**src/rtl/press_classifier.sv**
```systemverilog
// press_classifier
//   Classifies presses of a debounced button into short, long and double
//   presses. Each classification is a one-cycle registered pulse, and
//   press_count keeps a wrapping count of all classified events.
//
// Ports
//   clk          : system clock, rising edge
//   n_reset      : asynchronous active-low reset
//   db_in        : debounced button level, synchronous to clk, 1 = pressed
//   short_press  : pulse, single short press classified
//   long_press   : pulse, hold reached LONG_CYCLES
//   double_press : pulse, second press started inside the DCLICK window
//   press_count  : 8-bit wrapping count of classified events
//   busy         : high while the classifier is not IDLE
//
// state        | meaning
// -------------+--------------------------------------------------------
// IDLE         | button released, no event pending
// PRESSED      | button held, timing toward a long press
// WAIT_SECOND  | released after a short hold, timing the double window
// WAIT_RELEASE | event already emitted, waiting for the button to release
module press_classifier #(
    parameter logic [15:0] LONG_CYCLES   = 16'd1000,
    parameter logic [15:0] DCLICK_CYCLES = 16'd250
) (
    input  logic       clk,
    input  logic       n_reset,
    input  logic       db_in,
    output logic       short_press,
    output logic       long_press,
    output logic       double_press,
    output logic [7:0] press_count,
    output logic       busy
);

    typedef enum logic [1:0] {
        IDLE         = 2'd0,
        PRESSED      = 2'd1,
        WAIT_SECOND  = 2'd2,
        WAIT_RELEASE = 2'd3
    } state_t;

    state_t      state_q, state_d;
    logic [15:0] timer_q, timer_d;
    logic        db_q;
    logic        short_q, short_d;
    logic        long_q, long_d;
    logic        double_q, double_d;
    logic [7:0]  count_q, count_d;
    logic        busy_q, busy_d;

    logic rise, fall;
    logic long_hit, window_end;

    assign rise       = db_in & ~db_q;
    assign fall       = ~db_in & db_q;
    assign long_hit   = (timer_q == (LONG_CYCLES - 16'd1));
    assign window_end = (timer_q == (DCLICK_CYCLES - 16'd1));

    // State register and all output flops
    always_ff @(posedge clk or negedge n_reset) begin
        if (!n_reset) begin
            state_q  <= IDLE;
            timer_q  <= 16'd0;
            db_q     <= 1'b0;
            short_q  <= 1'b0;
            long_q   <= 1'b0;
            double_q <= 1'b0;
            count_q  <= 8'd0;
            busy_q   <= 1'b0;
        end else begin
            state_q  <= state_d;
            timer_q  <= timer_d;
            db_q     <= db_in;
            short_q  <= short_d;
            long_q   <= long_d;
            double_q <= double_d;
            count_q  <= count_d;
            busy_q   <= busy_d;
        end
    end

    // Next-state and timer
    always_comb begin
        state_d = state_q;
        timer_d = timer_q;
        case (state_q)
            IDLE: begin
                if (rise) begin
                    state_d = PRESSED;
                    timer_d = 16'd0;
                end
            end
            PRESSED: begin
                // A release on the same edge as the long threshold wins.
                if (fall) begin
                    state_d = WAIT_SECOND;
                    timer_d = 16'd0;
                end else if (db_in && long_hit) begin
                    state_d = WAIT_RELEASE;
                    timer_d = 16'd0;
                end else begin
                    timer_d = timer_q + 16'd1;
                end
            end
            WAIT_SECOND: begin
                // A second press on the last window cycle still counts.
                if (rise) begin
                    state_d = WAIT_RELEASE;
                    timer_d = 16'd0;
                end else if (window_end) begin
                    state_d = IDLE;
                    timer_d = 16'd0;
                end else begin
                    timer_d = timer_q + 16'd1;
                end
            end
            WAIT_RELEASE: begin
                timer_d = 16'd0;
                if (!db_in) begin
                    state_d = IDLE;
                end
            end
            default: begin
                state_d = IDLE;
                timer_d = 16'd0;
            end
        endcase
    end

    // Outputs: pulses are raised by the same edge that performs the transition
    always_comb begin
        short_d  = (state_q == WAIT_SECOND) && !rise && window_end;
        long_d   = (state_q == PRESSED) && !fall && db_in && long_hit;
        double_d = (state_q == WAIT_SECOND) && rise;
        count_d  = count_q + {7'd0, (short_d | long_d | double_d)};
        busy_d   = (state_d != IDLE);
    end

    assign short_press  = short_q;
    assign long_press   = long_q;
    assign double_press = double_q;
    assign press_count  = count_q;
    assign busy         = busy_q;

endmodule

```
**config.mk**
```make
export PLATFORM = sky130hd
export DESIGN_NAME = press_classifier
export DESIGN_NICKNAME = d
export VERILOG_FILES = /design/src/rtl/press_classifier.sv
export SDC_FILE = /design/constraint.sdc
export NUM_CORES = 1
export LEC_CHECK = 0
export ABC_AREA = 1
export BUFFER_PORTS_ARGS = -buffer_cell sky130_fd_sc_hd__buf_2
export CAP_MARGIN = 25
export CORE_MARGIN = 2
export CORE_UTILIZATION = 40
export CTS_BUF_LIST = sky130_fd_sc_hd__clkbuf_8 sky130_fd_sc_hd__clkbuf_16
export CTS_CLUSTER_SIZE = 8
export DETAILED_ROUTE_END_ITERATION = 8
export GPL_TIMING_DRIVEN = 0
export PLACE_DENSITY = 0.63
export SLEW_MARGIN = 20
export SYNTH_ARGS = -nofsm -noshare
export SYNTH_HDL_FRONTEND = slang
export SYNTH_SLANG_ARGS = --single-unit
```
**constraint.sdc**
```tcl
create_clock -name clk -period 1.9 [get_ports clk]
set_clock_uncertainty 0.1 [all_clocks]
set_input_delay 0.19 -clock clk [delete_from_list [all_inputs] [get_ports clk]]
set_output_delay 0.19 -clock clk [all_outputs]
set_load 0.1 [all_outputs]
```
* Yosys cells after proc, flatten, opt, wreduce, memory -nomap -nowiden
Cells that the tools add are included.
W data, S select, Z words.
** Cells by class
- Reduce and logical (&&, ||, !) cells :: 11
- Add/sub/neg operators :: 2
- Equality and inequality tests :: 6
- Muxes and demuxes :: 13
- Bitwise operators :: 6
** Operators by type and width (count)
- $mux W16 :: 5
- $pmux W16 S4 :: 1
- $add A16 B1 Y16 const B :: 1
- $eq A16 B10 Y1 const B :: 1
- $eq A16 B8 Y1 const B :: 1
- $mux W2 :: 6
- $add A8 B1 Y8 :: 1
- $pmux W2 S4 :: 1
- $logic_and A1 B1 Y1 :: 7
- $eq A2 B2 Y1 const B :: 2
- $and A1 B1 Y1 :: 2
- $eq A2 B1 Y1 const B :: 1
- $logic_not A1 Y1 :: 2
- $logic_not A2 Y1 :: 1
- $ne A2 B2 Y1 const B :: 1
- $not A1 Y1 :: 2
- $or A1 B1 Y1 :: 2
- $reduce_bool A2 Y1 :: 1
** Storage, ports and cells
- Bits in registers :: 31
- Bits of input ports :: 3
- Logic and storage cells :: 46

* Longest topological paths before layout
- Word-level depth :: 9
- Mapped depth :: 11
- Gate-level depth less buffers :: 11

* Worst setup path before layout
Ideal clock, no wire load.
- Path kind :: register to register
- Start point :: register timer_q[0]
- End point :: register count_q[7], in the netlist press_count[7]
- Path buffers :: 0
- Setup time :: 0.158 ns
- Stages on the path, launching flop included :: 11
- Setup slack :: -0.181 ns
- Arrival time :: 1.823 ns
- Period minus slack after synthesis :: 2.081 ns
- Cells stage by stage :: dfrtp_1 ha_1 nand2_1 nor3_2 nand3_2 o211ai_1 ha_1 nand3_1 nor2_1 nand4_1 xnor2_1
** Between the ends
- Word-level cells in the longest chain between the ends :: 5
- Elaborated cells on any way between the ends :: 7
** RTL lines
- start, declared :: line 44 : logic [15:0] timer_q, timer_d;
- start signal, assigned :: line 73 : timer_q <= timer_d;
- $eq A16 B8 Y1 / $eq A16 B10 Y1 (equally long branches) :: line 58, 57
- $logic_and A1 B1 Y1 (on tied branches) :: line 133, 134
- $or A1 B1 Y1 * (2 in a row) :: line 136 : count_d = count_q + {7'd0, (short_d | long_d | double_d)};
- $add A8 B1 Y8 * :: line 136
- named net count_d[7] :: line 49 : logic [7:0] count_q, count_d;
- end signal, assigned :: line 78 : count_q <= count_d;
- end, declared :: line 49
Mark *: on every way through the listed nets, which the timed path passes. The rest lies on a longest branch.
A chain may end at the register's enable or synchronous reset.

* Worst setup path after layout
- Start point :: register timer_q[0]
- End point :: register count_q[6], in the netlist press_count[6]
The elaborated chain is that of the path after synthesis.

==> results_tabular.tex <==
\begin{tabular}{lr}
\hline
Metric & Value \\
\hline
\multicolumn{2}{l}{\textbf{Worst setup path}} \\
\quad Reg-to-reg critical path startpoint & timer\_q[0] \\
\quad Endpoint of the most critical register-to-register path & press\_count[6] \\
\quad Critical path start-end classification & reg2reg \\
\quad Worst Path Required & 2.00 ns \\
\quad Kind of capture point of the worst setup path & register \\
\quad Gate family responsible for the most delay along the worst path & adder cells \\
\quad Critical Path Slowest Stage Cell & sky130\_fd\_sc\_hd\_\_dfrtp\_1 \\
\quad Type of origin of the critical path & register \\
\quad Buffering stage count on the worst path with inverters included & 0 \\
\quad Worst-case register-to-register setup slack & -0.17 ns \\
\quad Length in cells of the worst reg-to-reg path & 10 \\
\quad CP Data Arrival Time & 2.17 ns \\
\quad Stage delay of the slowest cell on the critical path & roughly 0.4 ns \\
\quad Series of cell instances along the critical path & ha\_2 -> nand2\_2 -> nor3\_2 -> nand3\_2 -> o211ai\_1 -> ha\_2 -> ha\_4 -> nand3\_2 -> nor2\_2 -> xor2\_1 \\
\quad Peak fanout along the critical path & 3 \\
\multicolumn{2}{l}{\textbf{Global routing}} \\
\quad Vias in the first global route & 1372 \\
\quad GR Util All Layers & 15.42\% \\
\quad Gr ovfl total & 0 \\
\quad Antenna violations before repair & 0 \\
\quad Pin count of the biggest net entering global routing & 32 \\
\quad Wire length of the first global-routing pass & 6258 um \\
\multicolumn{2}{l}{\textbf{Timing}} \\
\quad Accumulated negative setup slack & -0.5442 ns \\
\quad Worst setup slack after layout & -0.1692 ns \\
\quad Transition time at the pin with the least slew margin & 0.6834 ns \\
\quad Max\_slew headroom & a little over half \\
\quad Final Setup Violations & 5 \\
\quad Number of max-slew violations in the final report & 0 \\
\quad Time the worst path needs with I/O delays and setup & $\sim$2.1 ns \\
\quad Upper clock frequency limit & 483.3 MHz \\
\quad Final period utilization & 108.9\% \\
\quad RSZ-0062 raised after global routing & yes \\
\quad Number of hold violations in the final report & 0 \\
\multicolumn{2}{l}{\textbf{Worst hold path}} \\
\quad Origin of the worst min-delay path & db\_in \\
\quad Worst hold path endpoint & short\_press \\
\quad Min-Delay Path Class & in2reg \\
\quad Cell depth of the worst min-delay path & 4 \\
\multicolumn{2}{l}{\textbf{Clock network}} \\
\quad Root buffer cell & sky130\_fd\_sc\_hd\_\_clkbuf\_8 \\
\quad Inserted Clock Buffers & 5 \\
\quad TritonCTS clock tree & yes \\
\quad Maximum clock path buffer count & 2 \\
\quad Clock-pin slew on the worst setup and hold paths & 0.06 ns \\
\quad Clk Latency, worst-skew pair & 0.28 ns \\
\quad Clk sinks & 31 \\
\quad Clock H-tree levels & 2 \\
\multicolumn{2}{l}{\textbf{Synth}} \\
\quad Post-synthesis register bit count & 31 \\
\quad Number of instances in the synthesized netlist & 218 \\
\quad Cell accounting for the most synthesized area & sky130\_fd\_sc\_hd\_\_dfrtp\_1 \\
\quad Synth top area cells & sky130\_fd\_sc\_hd\_\_dfrtp\_1, sky130\_fd\_sc\_hd\_\_nand2\_1, sky130\_fd\_sc\_hd\_\_ha\_1, sky130\_fd\_sc\_hd\_\_a21oi\_2, sky130\_fd\_sc\_hd\_\_xor2\_1 \\
\quad Synth top area share & slightly above 40\% \\
\quad Mean instance size in the synthesized netlist & 8.667 um2 \\
\quad Post-synth cell types & 28 \\
\quad Number of warnings printed during yosys synthesis & 0 \\
\quad Synthesized-area fraction occupied by xor and xnor cells & 6.490\% \\
\quad Number of synthesized flops with an enable pin & 0 \\
\quad Fraction of the mapped netlist area in simple logic gates & 31.52\% \\
\quad Fraction of registers with async set or reset after synthesis & 100.0\% \\
\quad Area share of fa/ha/maj cells after synthesis & under 10\% \\
\quad Cell area after synthesis & approximately 1900 um2 \\
\quad Combinational family with the most area after synthesis & simple AND/OR/NAND/NOR gates \\
\quad Proportion of synthesized chip area in sequential cells & 41.06\% \\
\quad Share of cell area taken by muxes after synthesis & 0\% \\
\quad Post-synthesis compound-gate area fraction & under 10\% \\
\quad Predominant post-synthesis flop cell & sky130\_fd\_sc\_hd\_\_dfrtp\_1 \\
\quad Synthesized net count & 230 \\
\multicolumn{2}{l}{\textbf{Floorplan}} \\
\quad Die boundary height & roughly 73 um \\
\quad Area of the die & 5289 um2 \\
\quad I/O pin cnt & 15 \\
\quad Number of placement rows & 25 \\
\quad Initial core utilization & 40.81\% \\
\quad CORE AREA & approximately 4600 um2 \\
\quad Die extent in x & 72.73 um \\
\multicolumn{2}{l}{\textbf{Routing}} \\
\quad DRC violation total after the first TritonRoute iteration & 83 \\
\quad Drt first pass iters & 4 \\
\quad Drt drc & 0 \\
\quad ANT nets after route & 0 \\
\quad WL per Instance & around 12 um \\
\quad Total wire length after detailed routing & 3606 um \\
\quad Post-detailed-route via-to-cell ratio & 4.801 \\
\quad Total via count after detailed routing & 1445 \\
\multicolumn{2}{l}{\textbf{Outcome}} \\
\quad Failing checks & negative setup slack \\
\quad Status & complete, but fails checks \\
\multicolumn{2}{l}{\textbf{Power}} \\
\quad IR drop worst, VDD & 0.0005394 V \\
\quad Power Density & 1271 nW/um2 \\
\quad Static leakage & 1.059 nW \\
\multicolumn{2}{l}{\textbf{Place}} \\
\quad Final RePlAce weighted congestion & roughly 0.83 \\
\quad Port Buffers & 14 \\
\quad Placement-stage cell area & 2039 um2 \\
\quad HPWL after detailed placement & 2605 um \\
\multicolumn{2}{l}{\textbf{Layout}} \\
\quad Ratio of cells with drive above 1 in the final layout & between 30\% and 40\% \\
\quad Filler Cells Inserted & 447 \\
\quad Count of antenna diodes in the layout & 0 \\
\quad Design Area, Final & 2273 um2 \\
\quad Synthesis-to-finish area growth & 20.33\% \\
\quad Number of nets in the finished design & $\sim$260 \\
\multicolumn{2}{l}{\textbf{Run}} \\
\quad Max-capacitance violation count & 0 \\
\hline
\end{tabular}
==> layout by cell type (no fill, tap or decap), types with 8 or more instances in the layout <==
cell                       n
sky130_fd_sc_hd__a21oi_2  10
sky130_fd_sc_hd__nor2_1   15
sky130_fd_sc_hd__o21ai_1   9
sky130_fd_sc_hd__inv_1    22
sky130_fd_sc_hd__nand2_1  43
sky130_fd_sc_hd__nand3_1   9
sky130_fd_sc_hd__xor2_1   10
sky130_fd_sc_hd__dfrtp_1  30
sky130_fd_sc_hd__nand2_2   8
sky130_fd_sc_hd__buf_2    15
==> logic make-up (layout without fill, tap and decap cells) <==
group,after synthesis,in the layout
XOR/XNOR,14,14
AND/OR/NAND/NOR,110,110
adder cells (fa/ha/maj),9,9
AO/OA/AOI/OAI,25,25
buffers and inverters,29,58
flip-flops,31,31
==> state kept, by name, summed over array words and instances, names as in the netlist <==
signal	flops
long_press	1
busy	1
short_press	1
timer_q	16
db_q	1
state_q	2
press_count	8
double_press	1
==> synth_stat cells, types with 2 or more instances <==
| library cell | n |
|---|---|
| sky130_fd_sc_hd__nor3_2 | 2 |
| sky130_fd_sc_hd__dfrtp_1 | 31 |
| sky130_fd_sc_hd__nor2_2 | 4 |
| sky130_fd_sc_hd__xnor2_1 | 4 |
| sky130_fd_sc_hd__o21ai_0 | 2 |
| sky130_fd_sc_hd__nand3_1 | 12 |
| sky130_fd_sc_hd__o21ai_1 | 9 |
| sky130_fd_sc_hd__nand2_1 | 44 |
| sky130_fd_sc_hd__nand3_2 | 4 |
| sky130_fd_sc_hd__nor2_1 | 19 |
| sky130_fd_sc_hd__inv_2 | 6 |
| sky130_fd_sc_hd__xor2_1 | 10 |
| sky130_fd_sc_hd__nand4_1 | 5 |
| sky130_fd_sc_hd__nor3_1 | 2 |
| sky130_fd_sc_hd__a21oi_2 | 10 |
| sky130_fd_sc_hd__ha_1 | 9 |
| sky130_fd_sc_hd__nand2_4 | 4 |
| sky130_fd_sc_hd__inv_1 | 21 |
| sky130_fd_sc_hd__nand2_2 | 7 |
| sky130_fd_sc_hd__a21oi_1 | 3 |
| sky130_fd_sc_hd__nor2_4 | 3 |
==> layout make-up <==
type | count | area, um2 | area share [%]
multi-input cells | 158 | 1066 | 46.89
flip-flops and latches | 31 | 777.0 | 34.18
repair buffers | 22 | 142.6 | 6.274
inverters | 27 | 101.3 | 4.458
clock buffers | 5 | 68.82 | 3.027
well taps | 54 | 67.56 | 2.972
clock inverters | 2 | 33.78 | 1.486
plain buffers | 2 | 16.27 | 0.7155
==> power breakdown <==
group | internal, mW | switching (mW) | total [mW]
sequential | 0.760 | 0.111 | 0.871
clock | 0.378 | 0.236 | 0.615
combinational | 0.334 | 1.07 | 1.40
total | 1.47 | 1.42 | 2.89
==> worst max path at each step <==
stage	startpoint	to	slack, ns	cells after the start
after global placement	timer_q[0]	press_count[6]	-0.33	10
after global routing	timer_q[0]	press_count[7]	-0.30	10
after CTS	timer_q[0]	press_count[7]	-0.17	11
after detailed placement	timer_q[0]	press_count[6]	-0.31	10
final	timer_q[0]	press_count[6]	-0.17	10
after floorplan	timer_q[0]	press_count[6]	-0.18	10
==> metrics by stage <==
step / total power [mW] / std cells / utilization (%) / worst slack (ns) / hold slack (ns)
floorplan: 1.995 / 218 / - / -0.1762 / -0.2056
global placement: 2.214 / 286 / 44.05 / -0.3275 / 0.1751
detailed placement: 2.228 / 286 / 44.05 / -0.3149 / 0.1823
CTS: 2.900 / 301 / 48.16 / -0.1663 / 0.1694
global route: 3.088 / 301 / 49.11 / -0.2988 / 0.2170
finish: 2.889 / 301 / 49.11 / -0.1692 / 0.1800
==> tightest hold or removal path, delay by kind of cell <==
family | cells | cell delay [ns]
buffers and inverters | 2 | 0.20
AND/OR/NAND/NOR | 2 | 0.13
==> metal layers <==
metal,vias to the layer above,GRT usage (%),share of wire (%)
met5,-,0,0
met4,0,7.407,2.0
met3,6,3.729,2.7
met2,20,23.74,49
met1,670,20.35,47
li1,749,-,-
==> repair_timing <==
item,4_1_cts,5_1_grt
endpoints found under the hold margin,32,0
buffers inserted,6,0
pin swaps,8,10
endpoints found under the setup margin,7,6
resized for setup,5,10
hold buffers,2,0
(Power assumes the default switching activity.)
